### src/rtl/uart_rx_deserializer.sv
// 8N1 UART receiver with 2-flop input synchronizer and mid-bit sampling.
// Define UART_RX_PARITY_EN to add a parity bit (even, or odd with PAR_ODD=1).
module uart_rx_deserializer #(
  parameter int unsigned PRESCALE = 16,
  parameter bit          PAR_ODD  = 1'b0
) (
  input  logic       clk,
  input  logic       rst,
  input  logic       rx_en,
  input  logic       rx_in,
  output logic [7:0] data_out,
  output logic       data_valid,
  output logic       frame_err,
  output logic       parity_err,
  output logic       busy
);

  localparam int unsigned CW = (PRESCALE > 1) ? $clog2(PRESCALE) : 1;
  localparam logic [CW-1:0] HALF_M1 = CW'(PRESCALE / 2 - 1);
  localparam logic [CW-1:0] FULL_M1 = CW'(PRESCALE - 1);
  localparam logic [CW-1:0] CNT_ONE = CW'(1);

  typedef enum logic [2:0] {
    IDLE,
    START,
    DATA,
    PARITY,
    STOP,
    RECOVER
  } state_t;

  state_t        state_q, state_d;
  logic [1:0]    sync_q;
  logic          rxs;
  logic [CW-1:0] cnt_q, cnt_d;
  logic [2:0]    bit_q, bit_d;
  logic [7:0]    shift_q, shift_d;
  logic [7:0]    data_q, data_d;
  logic          valid_q, valid_d;
  logic          ferr_q, ferr_d;
  logic          cnt_half, cnt_full;
`ifdef UART_RX_PARITY_EN
  logic          par_bad_q, par_bad_d;
  logic          perr_q, perr_d;
`endif

  assign rxs      = sync_q[1];
  assign cnt_half = (cnt_q == HALF_M1);
  assign cnt_full = (cnt_q == FULL_M1);

  always_ff @(posedge clk or negedge rst) begin
    if (!rst) begin
      sync_q <= '1;
    end else begin
      sync_q <= {sync_q[0], rx_in};
    end
  end

  always_ff @(posedge clk or negedge rst) begin
    if (!rst) begin
      state_q <= IDLE;
    end else begin
      state_q <= state_d;
    end
  end

  always_comb begin
    state_d = state_q;
    if (!rx_en) begin
      state_d = IDLE;
    end else begin
      case (state_q)
        IDLE:    if (!rxs) state_d = START;
        START:   if (cnt_half) state_d = rxs ? IDLE : DATA;
        DATA: begin
          if (cnt_full && (bit_q == 3'd7)) begin
`ifdef UART_RX_PARITY_EN
            state_d = PARITY;
`else
            state_d = STOP;
`endif
          end
        end
`ifdef UART_RX_PARITY_EN
        PARITY:  if (cnt_full) state_d = STOP;
`endif
        STOP:    if (cnt_full) state_d = rxs ? IDLE : RECOVER;
        RECOVER: if (rxs) state_d = IDLE;
        default: state_d = IDLE;
      endcase
    end
  end

  always_comb begin
    cnt_d   = cnt_q;
    bit_d   = bit_q;
    shift_d = shift_q;
    data_d  = data_q;
    valid_d = 1'b0;
    ferr_d  = 1'b0;
`ifdef UART_RX_PARITY_EN
    par_bad_d = par_bad_q;
    perr_d    = 1'b0;
`endif
    if (!rx_en) begin
      cnt_d = '0;
      bit_d = '0;
    end else begin
      case (state_q)
        IDLE: begin
          cnt_d = '0;
          bit_d = '0;
`ifdef UART_RX_PARITY_EN
          par_bad_d = 1'b0;
`endif
        end
        START: cnt_d = cnt_half ? '0 : cnt_q + CNT_ONE;
        DATA: begin
          if (cnt_full) begin
            cnt_d   = '0;
            shift_d = {rxs, shift_q[7:1]};
            bit_d   = bit_q + 3'd1;
          end else begin
            cnt_d = cnt_q + CNT_ONE;
          end
        end
`ifdef UART_RX_PARITY_EN
        PARITY: begin
          if (cnt_full) begin
            cnt_d     = '0;
            par_bad_d = (rxs != (^shift_q ^ PAR_ODD));
          end else begin
            cnt_d = cnt_q + CNT_ONE;
          end
        end
`endif
        STOP: begin
          if (cnt_full) begin
            cnt_d = '0;
            // frame error outranks a parity error on the same byte
            if (!rxs) begin
              ferr_d = 1'b1;
`ifdef UART_RX_PARITY_EN
            end else if (par_bad_q) begin
              perr_d = 1'b1;
`endif
            end else begin
              valid_d = 1'b1;
              data_d  = shift_q;
            end
          end else begin
            cnt_d = cnt_q + CNT_ONE;
          end
        end
        RECOVER: cnt_d = '0;
        default: cnt_d = '0;
      endcase
    end
  end

  always_ff @(posedge clk or negedge rst) begin
    if (!rst) begin
      cnt_q   <= '0;
      bit_q   <= '0;
      shift_q <= '0;
      data_q  <= '0;
      valid_q <= 1'b0;
      ferr_q  <= 1'b0;
    end else begin
      cnt_q   <= cnt_d;
      bit_q   <= bit_d;
      shift_q <= shift_d;
      data_q  <= data_d;
      valid_q <= valid_d;
      ferr_q  <= ferr_d;
    end
  end

`ifdef UART_RX_PARITY_EN
  always_ff @(posedge clk or negedge rst) begin
    if (!rst) begin
      par_bad_q <= 1'b0;
      perr_q    <= 1'b0;
    end else begin
      par_bad_q <= par_bad_d;
      perr_q    <= perr_d;
    end
  end

  assign parity_err = perr_q;
`else
  assign parity_err = 1'b0;
`endif

  assign data_out   = data_q;
  assign data_valid = valid_q;
  assign frame_err  = ferr_q;
  assign busy       = (state_q != IDLE);

endmodule

### config.mk
export PLATFORM = sky130hd
export DESIGN_NAME = uart_rx_deserializer
export DESIGN_NICKNAME = d
export VERILOG_FILES = /design/src/rtl/uart_rx_deserializer.sv
export SDC_FILE = /design/constraint.sdc
export NUM_CORES = 1
export LEC_CHECK = 0
export ABC_AREA = 0
export ABC_CLOCK_PERIOD_IN_PS = 1710
export CORE_MARGIN = 2
export CORE_UTILIZATION = 49
export CTS_CLUSTER_DIAMETER = 60
export DETAILED_ROUTE_END_ITERATION = 8
export PLACE_DENSITY = 0.74
export SLEW_MARGIN = 30
export SYNTH_ARGS = -nofsm -noshare
export SYNTH_HDL_FRONTEND = slang
export SYNTH_SLANG_ARGS = --single-unit
### constraint.sdc
create_clock -name clk -period 1.71 [get_ports clk]
set_input_delay 0.342 -clock clk [delete_from_list [all_inputs] [get_ports clk]]
set_output_delay 0.342 -clock clk [all_outputs]
set_load 0.1 [all_outputs]
==> impl_metrics.json <==
{
  "drtPass1Iterations": 4,
  "clk_latency_ps": 350,
  "cpMaxStageDelayCell": "dfrtp_2",
  "finalSetupTns_ps": 0,
  "postLayoutCoreUtil_pct": 66.20,
  "start_kind": "register",
  "layout.cells.non_filler": 171,
  "p_clk_share_pct": 31.2,
  "grt_pass1_vias": 1027,
  "multiInputGateArea_um2": 606.8,
  "total_power_mw": 1.445,
  "num_vias": 983,
  "switching_share_pct": 29.23,
  "initial_core_util_pct": 51.72,
  "synth-edff-count": 0,
  "synth.distinct_cells": 41,
  "path_delay_family": "flip-flops",
  "yosysTopAreaCellShare_pct": 49.12,
  "seqPwrFrac_pct": 51.1,
  "worst_hold_path_type": "in -> async",
  "synth_warnings": 0,
  "port_buffers": 14,
  "antennaDiodeCount": 0,
  "setup_viol": 0,
  "yosys.area.top_type": "dfrtp_1",
  "track_usage_pct": 18.66,
  "rsz0062_at_grt": "no",
  "ys_seq_area_share_pct": 52.81,
  "drtAntennaViolNets": 0,
  "core_area_um2": 2758,
  "io-pin-count": 16,
  "cp.depth": 2,
  "die_h_um": 57.96,
  "remaining_drc_errors": 0,
  "layout.nets": 146,
  "ff_latch_area_um2": 757.0,
  "r2r_end": "data_out[2]",
  "status": "completed",
  "post_dp_cell_area_um2": 1735,
  "layout_setup_ws_ps": 46.95,
  "n_fill_cell": 220,
  "final-hold-violation-count": 0,
  "crit_path_max_incr_delay_ps": 420,
  "fin_skew_ps": 15.07,
  "p_int_mw": 1.023,
  "viasPerCell": 5.749,
  "worst-path-max-fanout": 2,
  "die_x_um": 57.96,
  "layout-drive-gt1-share_pct": 42.86,
  "cts_buffer_depth": 2,
  "grt_pass1_wl_um": 4560,
  "cp.required_ps": 1370,
  "peakVddDrop_uv": 668.1,
  "r2r_start": "cnt_q[0]",
  "power_density_nw_per_um2": 791.8,
  "slew_violations": 0,
  "ys_async_sr_fraction_pct": 100.0,
  "syn_area_per_cell_um2": 12.62,
  "end_kind": "output port",
  "cp-startpoint": "state_q[2]",
  "rows": 19,
  "place.detailed.hpwl_um": 1849,
  "yosysMostFrequentCell": "dfrtp_1",
  "dieArea_um2": 3359,
  "synth_common_cells": "28 x dfrtp_1, 8 x mux2_2, 8 x mux2_4, 6 x nand3_1",
  "routabilityCongestion": 0.8263,
  "netlist_area_um2": 1426,
  "h-tree-depth": 2,
  "leakage_nw": 0.8384,
  "crit_type": "reg -> out",
  "synth_seq_cells": 30,
  "critPathBufInv": 1,
  "combinationalPowerShare_pct": 17.7,
  "wl_um": 2571,
  "post-route-period-util_pct": 97.25,
  "antenna_found_initial": 0,
  "syn-num-nets": 120,
  "dp.cells": 160,
  "root_buffer": "clkbuf_4",
  "synth_cells": 113,
  "final_area_um2": 1826,
  "rrSetupSlack_ps": 110,
  "holdWs_ps": 363.2,
  "p_sw_mw": 0.4226,
  "cts_buffers": 5,
  "synthFlopType": "dfrtp_1",
  "fmaxAchievable_ghz": 0.6013,
  "drv_cap": 0,
  "dp_slack_ps": -141.7,
  "overflow": 0,
  "min_period_ps": 1663,
  "cts_sinks": 30,
  "ctsHoldBuffers": 0,
  "cts.clk_slew.worst_paths_ps": 100,
  "path_cells": "or3_4 -> buf_12",
  "drt_iter0_drc": 13,
  "arrival_ps": 1320,
  "syn2layout_area_growth_pct": 27.98,
  "wl_per_cell_um": 15.04,
  "netlist_top_cells_area": "dfrtp_1 49%, mux2_4 8.4%, mux2_2 6.3%",
  "grt_start_max_net_pins": 31,
  "cts_tree": "yes",
  "r2r_cells": 4
}
## power by group through the flow
stage | Combinational (mW) | Sequential (mW) | Clock (mW)
2_1_floorplan | 0.147 | 0.755 | 0
3_3_place_gp | 0.225 | 0.764 | 0
3_5_place_dp | 0.228 | 0.766 | 0
4_1_cts | 0.255 | 0.738 | 0.462
5_1_grt | 0.276 | 0.740 | 0.492
6_report | 0.256 | 0.738 | 0.451
## repair_timing
| action | in CTS | in global routing |
|---|---|---|
| setup endpoints to repair | 1 | 0 |
| setup buffers | 3 | 0 |
| gates resized for setup | 3 | 0 |
## how the worst max path moves through the flow
stage / endpoint
after global routing: busy
final: busy
after CTS: busy
after global placement: data_out[1]
after floorplan: data_out[0]
after detailed placement: data_out[2]
## flip-flops by register name (all words and copies together) (netlist names)
| register | count |
|---|---|
| shift_q | 8 |
| data_valid | 1 |
| frame_err | 1 |
| bit_q | 3 |
| state_q | 3 |
| sync_q | 2 |
| data_out | 8 |
| cnt_q | 4 |
## kinds of logic after synthesis
| family | count (synthesis) | share of synthesized area, % |
|---|---|---|
| buffers and inverters | 11 | 5.000 |
| adder cells (fa/ha/maj) | 3 | 2.632 |
| flip-flops | 30 | 52.81 |
| other | 1 | 0.2629 |
| XOR/XNOR | 3 | 1.842 |
| AND/OR/NAND/NOR | 33 | 15.35 |
| AO/OA/AOI/OAI | 16 | 7.368 |
| multiplexers | 16 | 14.74 |
## cells in the final DEF (no fill, tap or decap), types with 2 or more instances in the layout
cell type	instances
dfrtp_2	3
mux2_2	8
xor2_1	2
nand3_1	6
nor2_1	5
o21ai_0	5
buf_4	13
dfstp_2	2
inv_1	3
nor3b_1	2
clkdlybuf4s50_1	3
nand4_1	4
clkbuf_4	5
a31oi_1	4
ha_1	3
mux2_4	8
nor3_1	2
a21oi_1	2
buf_12	11
dfrtp_1	25
## layer usage
layer | vias to the layer above | part of all wire [%] | global-route usage (%)
met5 | - | 0 | 0
met4 | 0 | 3.4 | 13.29
met2 | 21 | 48 | 27.27
li1 | 464 | - | -
met1 | 488 | 45 | 24.19
met3 | 10 | 3.4 | 4.688
## area by class of cell
class | instances | area share, %
multi-input cells | 72 | 33.24
repair buffers | 27 | 19.05
clock buffers | 6 | 2.810
clock inverters | 2 | 0.6854
well taps | 31 | 2.125
flip-flops and latches | 30 | 41.47
inverters | 3 | 0.6169
No activity file was read; power rests on OpenSTA's default activity.
